--- src/rtl/job_seq_pkg.sv ---
// Shared types and widths for the job sequencer: FSM state encoding,
// operand/result field widths and the packed job record held in the FIFO.
package job_seq_pkg;

  localparam int X_W  = 8;   // job operand width (also core result y width)
  localparam int ON_W = 2;   // job mode width
  localparam int S_W  = 3;   // core shift-count result width
  localparam int Y_W  = X_W;

  typedef enum logic [2:0] {
    IDLE     = 3'd0,
    LAUNCH   = 3'd1,
    WAIT_ACT = 3'd2,
    RUN      = 3'd3,
    DONE     = 3'd4
  } state_t;

  typedef struct packed {
    logic [X_W-1:0]  x;
    logic [ON_W-1:0] on;
  } job_t;

  localparam int JOB_W = $bits(job_t);

  // Build a job record from its two fields.
  function automatic job_t make_job(input logic [X_W-1:0] jx, input logic [ON_W-1:0] jon);
    job_t j;
    j.x  = jx;
    j.on = jon;
    return j;
  endfunction

endpackage

--- src/rtl/job_sequencer_if.sv ---
// Job input stream and result output stream of the job sequencer.
//
// Handshake rule (both streams): a transfer happens at a rising edge where
// valid and ready are both 1. Once the source raises valid it keeps valid
// and the payload stable until that transfer; ready may change freely.
interface job_sequencer_if;
  import job_seq_pkg::*;

  logic            in_valid;
  logic            in_ready;
  logic [X_W-1:0]  in_x;
  logic [ON_W-1:0] in_on;

  logic            out_valid;
  logic            out_ready;
  logic [Y_W-1:0]  out_y;
  logic [S_W-1:0]  out_s;
  logic            out_b;
  logic            out_err;

  // Upstream producer / downstream consumer side.
  modport master (
    output in_valid, in_x, in_on, out_ready,
    input  in_ready, out_valid, out_y, out_s, out_b, out_err
  );

  // Sequencer side.
  modport slave (
    input  in_valid, in_x, in_on, out_ready,
    output in_ready, out_valid, out_y, out_s, out_b, out_err
  );

endinterface

--- src/rtl/job_fifo.sv ---
// Small synchronous job FIFO. DEPTH must be a power of two so the read and
// write pointers wrap naturally; the occupancy counter has one extra bit so
// that full and empty are unambiguous. Pushes into a full FIFO and pops from
// an empty one are ignored. The head entry is visible on dout (show-ahead).
module job_fifo #(
  parameter int DEPTH = 4,
  parameter int W     = 10
) (
  input  logic                   clk,
  input  logic                   rst,
  input  logic                   push,
  input  logic [W-1:0]           din,
  input  logic                   pop,
  output logic [W-1:0]           dout,
  output logic                   full,
  output logic                   empty,
  output logic [$clog2(DEPTH):0] count
);

  localparam int AW = $clog2(DEPTH);
  localparam int CW = AW + 1;

  logic [W-1:0]  mem [DEPTH];
  logic [AW-1:0] wr_ptr;
  logic [AW-1:0] rd_ptr;
  logic          do_push;
  logic          do_pop;

  assign full    = (count == CW'(DEPTH));
  assign empty   = (count == '0);
  assign do_push = push && !full;
  assign do_pop  = pop && !empty;
  assign dout    = mem[rd_ptr];

  // Storage array: written on accepted pushes only, never reset.
  always_ff @(posedge clk) begin
    if (do_push) begin
      mem[wr_ptr] <= din;
    end
  end

  // Pointers and occupancy counter.
  always_ff @(posedge clk) begin
    if (!rst) begin
      wr_ptr <= '0;
      rd_ptr <= '0;
      count  <= '0;
    end else begin
      if (do_push) begin
        wr_ptr <= wr_ptr + 1'b1;
      end
      if (do_pop) begin
        rd_ptr <= rd_ptr + 1'b1;
      end
      unique case ({do_push, do_pop})
        2'b10:   count <= count + 1'b1;
        2'b01:   count <= count - 1'b1;
        default: count <= count;
      endcase
    end
  end

endmodule

--- src/rtl/job_sequencer.sv ---
// Job sequencer: buffers operand jobs in a FIFO, launches them one at a time
// into the shift-count core (start pulse, x/on held while it runs), captures
// y/s/b when the core drops active and offers the result downstream.
//
// Optional feature macro: JOB_SEQUENCER_TIMEOUT_EN. When defined, a cycle
// counter bounds the time spent in WAIT_ACT+RUN to TIMEOUT cycles and a
// timed-out job completes with out_err=1 and zeroed data. When undefined the
// sequencer waits on the core indefinitely and out_err is constant 0.
module job_sequencer
  import job_seq_pkg::*;
#(
  parameter int DEPTH = 4
`ifdef JOB_SEQUENCER_TIMEOUT_EN
  ,
  parameter int TIMEOUT = 255
`endif
) (
  input  logic            clk,
  input  logic            rst,
  job_sequencer_if.slave  bus,
  output logic [X_W-1:0]  x,
  output logic [ON_W-1:0] on,
  output logic            start,
  input  logic            active,
  input  logic [Y_W-1:0]  y,
  input  logic [S_W-1:0]  s,
  input  logic            b,
  output logic            busy,
  output state_t          dbg_state
);

  state_t                 state;
  state_t                 state_nxt;
  job_t                   head;
  job_t                   job_in;
  logic                   fifo_full;
  logic                   fifo_empty;
  logic [$clog2(DEPTH):0] fifo_count;
  logic                   push;
  logic                   pop;
  logic                   load_job;
  logic                   capture;

  // in_ready is gated by rst so nothing is accepted while reset is held.
  assign bus.in_ready = rst && !fifo_full;
  assign push         = bus.in_valid && bus.in_ready;
  assign job_in       = make_job(bus.in_x, bus.in_on);

  job_fifo #(
    .DEPTH (DEPTH),
    .W     (JOB_W)
  ) u_fifo (
    .clk   (clk),
    .rst   (rst),
    .push  (push),
    .din   (job_in),
    .pop   (pop),
    .dout  (head),
    .full  (fifo_full),
    .empty (fifo_empty),
    .count (fifo_count)
  );

`ifdef JOB_SEQUENCER_TIMEOUT_EN
  localparam int             TO_W    = $clog2(TIMEOUT + 1);
  localparam logic [TO_W-1:0] TO_LAST = TO_W'(TIMEOUT - 1);

  logic [TO_W-1:0] to_cnt;
  logic            timeout_hit;

  // Cycles spent waiting on the core; cleared while launching a job.
  always_ff @(posedge clk) begin
    if (!rst) begin
      to_cnt <= '0;
    end else if (state == LAUNCH) begin
      to_cnt <= '0;
    end else if ((state == WAIT_ACT) || (state == RUN)) begin
      to_cnt <= to_cnt + 1'b1;
    end
  end
`endif

  // FSM state register.
  always_ff @(posedge clk) begin
    if (!rst) begin
      state <= IDLE;
    end else begin
      state <= state_nxt;
    end
  end

  // Next-state and control decode. A pop always coincides with entering
  // LAUNCH, so the head is latched into x/on on that same edge.
  always_comb begin
    state_nxt = state;
    pop       = 1'b0;
    load_job  = 1'b0;
    capture   = 1'b0;
    start     = 1'b0;
`ifdef JOB_SEQUENCER_TIMEOUT_EN
    timeout_hit = 1'b0;
`endif
    unique case (state)
      IDLE: begin
        if (!fifo_empty) begin
          pop       = 1'b1;
          load_job  = 1'b1;
          state_nxt = LAUNCH;
        end
      end
      LAUNCH: begin
        start     = 1'b1;
        state_nxt = WAIT_ACT;
      end
      WAIT_ACT: begin
        if (active) begin
          state_nxt = RUN;
        end
      end
      RUN: begin
        if (!active) begin
          capture   = 1'b1;
          state_nxt = DONE;
        end
      end
      DONE: begin
        if (bus.out_ready) begin
          if (!fifo_empty) begin
            pop       = 1'b1;
            load_job  = 1'b1;
            state_nxt = LAUNCH;
          end else begin
            state_nxt = IDLE;
          end
        end
      end
      default: state_nxt = IDLE;
    endcase
`ifdef JOB_SEQUENCER_TIMEOUT_EN
    // A genuine completion in RUN wins over a timeout on the same cycle.
    if (((state == WAIT_ACT) || ((state == RUN) && active)) && (to_cnt == TO_LAST)) begin
      timeout_hit = 1'b1;
      state_nxt   = DONE;
    end
`endif
  end

  // Operand registers driving the core; only a launch changes them.
  always_ff @(posedge clk) begin
    if (!rst) begin
      x  <= '0;
      on <= '0;
    end else if (load_job) begin
      x  <= head.x;
      on <= head.on;
    end
  end

  // Result registers; only written on the transition into DONE, so they are
  // stable for as long as out_valid is high.
  always_ff @(posedge clk) begin
    if (!rst) begin
      bus.out_y <= '0;
      bus.out_s <= '0;
      bus.out_b <= 1'b0;
    end else if (capture) begin
      bus.out_y <= y;
      bus.out_s <= s;
      bus.out_b <= b;
`ifdef JOB_SEQUENCER_TIMEOUT_EN
    end else if (timeout_hit) begin
      bus.out_y <= '0;
      bus.out_s <= '0;
      bus.out_b <= 1'b0;
`endif
    end
  end

`ifdef JOB_SEQUENCER_TIMEOUT_EN
  // Error flag: set by a timeout, cleared by a normal completion.
  always_ff @(posedge clk) begin
    if (!rst) begin
      bus.out_err <= 1'b0;
    end else if (capture) begin
      bus.out_err <= 1'b0;
    end else if (timeout_hit) begin
      bus.out_err <= 1'b1;
    end
  end
`else
  assign bus.out_err = 1'b0;
`endif

  assign bus.out_valid = (state == DONE);
  assign busy          = (state != IDLE) || (fifo_count != '0);
  assign dbg_state     = state;

endmodule

--- src/flat_wrapper.sv ---
// flat-port wrapper written by rule: the top's interface ports become plain ports
module job_sequencer_flat import job_seq_pkg::*;
#(
  parameter int DEPTH = 4

)
  (clk, rst, x, on, start, active, y, s, b, busy, dbg_state, bus_in_valid, bus_in_x, bus_in_on, bus_out_ready, bus_in_ready, bus_out_valid, bus_out_y, bus_out_s, bus_out_b, bus_out_err);
  job_sequencer_if bus_i ();
  input  logic clk;
  input  logic rst;
  output logic [X_W-1:0] x;
  output logic [ON_W-1:0] on;
  output logic start;
  input  logic active;
  input  logic [Y_W-1:0] y;
  input  logic [S_W-1:0] s;
  input  logic b;
  output logic busy;
  output state_t dbg_state;
  input wire logic [$bits(bus_i.in_valid)-1:0] bus_in_valid;
  input wire logic [$bits(bus_i.in_x)-1:0] bus_in_x;
  input wire logic [$bits(bus_i.in_on)-1:0] bus_in_on;
  input wire logic [$bits(bus_i.out_ready)-1:0] bus_out_ready;
  output wire logic [$bits(bus_i.in_ready)-1:0] bus_in_ready;
  output wire logic [$bits(bus_i.out_valid)-1:0] bus_out_valid;
  output wire logic [$bits(bus_i.out_y)-1:0] bus_out_y;
  output wire logic [$bits(bus_i.out_s)-1:0] bus_out_s;
  output wire logic [$bits(bus_i.out_b)-1:0] bus_out_b;
  output wire logic [$bits(bus_i.out_err)-1:0] bus_out_err;
  assign bus_i.in_valid = bus_in_valid;
  assign bus_i.in_x = bus_in_x;
  assign bus_i.in_on = bus_in_on;
  assign bus_i.out_ready = bus_out_ready;
  assign bus_in_ready = bus_i.in_ready;
  assign bus_out_valid = bus_i.out_valid;
  assign bus_out_y = bus_i.out_y;
  assign bus_out_s = bus_i.out_s;
  assign bus_out_b = bus_i.out_b;
  assign bus_out_err = bus_i.out_err;
  job_sequencer #(.DEPTH(DEPTH)) u_core (.clk(clk), .rst(rst), .bus(bus_i), .x(x), .on(on), .start(start), .active(active), .y(y), .s(s), .b(b), .busy(busy), .dbg_state(dbg_state));
endmodule
--- config.mk ---
export PLATFORM = sky130hd
export DESIGN_NAME = job_sequencer_flat
export DESIGN_NICKNAME = d
export VERILOG_FILES = /design/src/rtl/job_seq_pkg.sv /design/src/rtl/job_sequencer_if.sv /design/src/rtl/job_fifo.sv /design/src/rtl/job_sequencer.sv /design/src/flat_wrapper.sv
export SDC_FILE = /design/constraint.sdc
export NUM_CORES = 1
export LEC_CHECK = 0
export ABC_AREA = 0
export ABC_CLOCK_PERIOD_IN_PS = 3000
export CORE_MARGIN = 4
export CORE_UTILIZATION = 38
export CTS_BUF_LIST = sky130_fd_sc_hd__clkbuf_4
export CTS_CLUSTER_SIZE = 24
export DETAILED_ROUTE_END_ITERATION = 12
export PLACE_DENSITY = 0.61
export SYNTH_ARGS = -nofsm -noshare
export SYNTH_HDL_FRONTEND = slang
export SYNTH_SLANG_ARGS = --single-unit
--- constraint.sdc ---
create_clock -name clk -period 3 [get_ports clk]
set_input_delay 0.75 -clock clk [delete_from_list [all_inputs] [get_ports clk]]
set_output_delay 0.75 -clock clk [all_outputs]
set_load 0.05 [all_outputs]
==> results.md <==
* Synth Register Bits at a little over 70
* H-tree depth at 3
* Largest area contributor in the netlist: edfxtp_1
* Max transition margin at between 40% and 50%
* Fin cells at roughly 370
* Pre-Repair DR Iteration Count at 4
* CP max FO at 8
* Final Max Slew Viols at 0
* FF-to-FF Start: u_core.dbg_state[1]
* Initial Utilization at 39.1%
* Synth unique cells at 37
* Combinational power share at about 37%
* Max cap viols at 0
* Final worst-path cycle share at between 90% and 100%
* F_max at about 370 MHz
* Initial antenna violation count at 0
* PwrDens at 798 nW/µm²
* Sink Count at 72
* PortBufs at between 50 and 60
* EDFF count, synth at 40
* RSZ-0062 raised after global routing: no
* Post-synthesis sequential area ratio at about two thirds
* LEAKAGE at around 1.2 nW
* Yosys top cell area share at between 40 and 50%
* DRC errors left at 0
* Num ports at 57
* Cell area after synthesis at 2840 µm²
* Drt initial violations at 76
* CP Launch Type: flip-flop
* Worst hold path type: flip-flop to flip-flop
* Aggregate global routing overflow at 0
* Net Sw Power at about 0.0011 W
* RePlAce Congestion at roughly 0.74
* Seq pwr share at ~45%
* Layout cells sized above 1 at roughly 14%
* Antenna diodes at 0
* ANT nets after route at 0
* Flop2flop setup slack at 740 ps
* Critical Path, Cell by Cell: nor2_1, and2_1, clkdlybuf4s50_1
* Synth top area cells: edfxtp_1, dfxtp_1, mux4_2
* Placed Instance Area at between 3000 and 4000 µm²
* Status: finished clean
* Power Internal at about 0.0018 W
* WS Path Type: flip-flop to output pin
* Setup crit end kind: output pin
* Final Hold Vio Count at 0
* CP arrival at approximately 2000 ps
* Worst EP required at 2250 ps
* Most frequent cells in the layout: clkdlybuf4s50_1, edfxtp_1, nand2_1, dfxtp_1, a21oi_1
* Clk slew on worst S/H paths at between 100 and 150 ps
* R2R Path End: u_core.u_fifo.count[2]
* Syn avg cell area at roughly 14 µm²
* Vias per inst at 4.73
* Main flop type after synthesis: edfxtp_1
* Worst-Margin Slew at between 700 and 800 ps
* Clock share of power at 18.7%
* Most common cell after layout, fill and taps aside: clkdlybuf4s50_1
* Slowest-stage cell, CP: clkdlybuf4s50_1
* Total negative setup slack at 0 ps
* Post-Synth Adder-Cell Area at under 10%
* CTS tree: built
* Max Buffers Root-to-Sink at 2
* Final min period at 2720 ps
* Largest family of logic cells by synthesized area: simple AND/OR/NAND/NOR gates
* Peak VDD IR at about 0.25 mV
* GRT Resource Usage Total at about an eighth
* Cells after DPL at 358
* Vias in the first global route at 1734
* Core area at between 7000 and 8000 µm²
* Cells after Synth at 209
* Critical Path Source: u_core.dbg_state[1]
* Routed WL at between 5 and 6 mm
* Die height at 94.4 µm
* Critical path's largest stage delay at 810 ps
* Layout Nets at just over 300
* XOR/XNOR share of the synthesized area at 0.618%
* Hpwl dp at approximately 3.8 mm
* Die width at 94.4 µm
* Clock Root Buffer: clkbuf_4
* Avg WL per Cell at 14.4 µm
* Ys Warns at 0
* Compound-cell area share of the yosys netlist at between 7 and 8%
* Worst-case reg-to-reg path depth at 8
* Multiplexer share of the synthesized area at roughly 9.0%
* Largest net degree at the start of global routing at 17
* Synthesized Nets at 242
* CP endpoint: bus_out_valid
* Share of flip-flops with an asynchronous set or reset at 0%
* First-pass GRT wire length at ~9 mm
* Clock skew at around 22 ps
* Die area at ~8900 µm²
* Post-Synth Simple-Gate Area at between 10% and 20%
* Row Count at 31
* Layout fillers at roughly 660
* Endpoints failing setup at 0
* Switching Share at around two fifths
* P&R area growth vs syn at 28.2%
* Later-pin clock latency in the skew report at around 400 ps
* Cell area after layout at 3640 µm²
* DR vias at ~1800
* CTS Buf Count at 9
flip-flops by register name, indices dropped and copies added, names as in the netlist:
register / flops
u_core.u_fifo.mem: 40
u_core.bus.out_y: 8
u_core.x: 8
u_core.bus.out_s: 3
u_core.dbg_state: 3
u_core.u_fifo.count: 3
u_core.on: 2
u_core.u_fifo.rd_ptr: 2
u_core.u_fifo.wr_ptr: 2
u_core.bus.out_b: 1
per-layer routing:
| layer | up-vias | GRT usage (%) | wire [µm] |
|---|---|---|---|
| met1 | 817 | 16.5 | 2430 |
| li1 | 880 | - | - |
| met2 | 62 | 20.5 | 2470 |
| met5 | - | 0 | 0 |
| met4 | 0 | 7.22 | 97 |
| met3 | 9 | 3.59 | 379 |
logic make-up (layout without fill, tap and decap cells):
family                     after synthesis  in the layout
AOI/OAI and AO/OA                       31             31
xor gates and xnor gates                 2              2
adders and majority gates                6              6
buffers and inverters                   19             85
DFF                                     72             72
muxes                                   13             13
other                                    1              1
and+or+nand+nor                         65             65
what timing repair did:
| item | CTS | global route |
|---|---|---|
| hold buffers | 0 | 0 |
| resized for setup | 0 | 1 |
| endpoints found under the setup margin | 0 | 1 |
| buffers inserted | 0 | 0 |
worst max-delay path, delay by kind of cell, from the launching register on:
family                 cells  cell delay (ps)
AND/OR/NAND/NOR            2              350
buffers and inverters      1              810
flip-flops                 1              400
Yosys cell counts, types with 2 or more instances:
master     number
and2_1          5
buf_2           3
nor2_1          7
a21oi_1        17
nand2_1        38
inv_1           8
dfxtp_1        32
and3b_1         2
edfxtp_1       40
xor2_1          2
ha_1            5
o2bb2ai_1      10
mux2i_1         3
clkbuf_1        5
mux4_2         10
per-stage QoR:
| step | util (%) | power [W] | hold WS [ps] | setup slack [ps] |
|---|---|---|---|---|
| 3_5_place_dp | 48.4 | 0.00240 | 448 | 48.0 |
| 2_1_floorplan | - | 0.00206 | 468 | 290 |
| 4_1_cts | 50.1 | 0.00294 | 465 | 81.3 |
| 3_3_place_gp | 48.4 | 0.00238 | 443 | 132 |
| 6_report | 50.1 | 0.00290 | 463 | 285 |
| 5_1_grt | 50.1 | 0.00309 | 485 | 169 |
final cells by class:
cell class | instances | area, µm² | area share (%)
Multi-Input combinational cell | 118 | 916 | 25.2
Clock buffer | 9 | 67.6 | 1.86
Sequential cell | 72 | 1840 | 50.6
Clock inverter | 7 | 53.8 | 1.48
Inverter | 9 | 33.8 | 0.929
Tap cell | 99 | 124 | 3.41
Timing Repair Buffer | 60 | 601 | 16.5
power groups by stage:
stage	logic, W	registers [W]	clock network, W
6_report	0.00106	0.00130	0.000542
5_1_grt	0.00115	0.00133	0.000609
4_1_cts	0.00108	0.00131	0.000558
3_5_place_dp	0.00107	0.00133	0
3_3_place_gp	0.00106	0.00132	0
2_1_floorplan	0.000547	0.00151	0
worst min path at each step:
stage                            start                      end  slack (ps)  depth (start not counted)
4_1_cts            u_core.bus.out_y[0]      u_core.bus.out_y[0]         470                          2
3_3_place_gp       u_core.bus.out_y[7]      u_core.bus.out_y[7]         440                          2
6_report           u_core.bus.out_y[0]      u_core.bus.out_y[0]         460                          2
3_5_place_dp       u_core.bus.out_y[0]      u_core.bus.out_y[0]         450                          2
5_1_grt            u_core.bus.out_y[0]      u_core.bus.out_y[0]         490                          2
2_1_floorplan  u_core.u_fifo.wr_ptr[1]  u_core.u_fifo.wr_ptr[1]         470                          2
No activity file was read; power rests on OpenSTA's default activity.
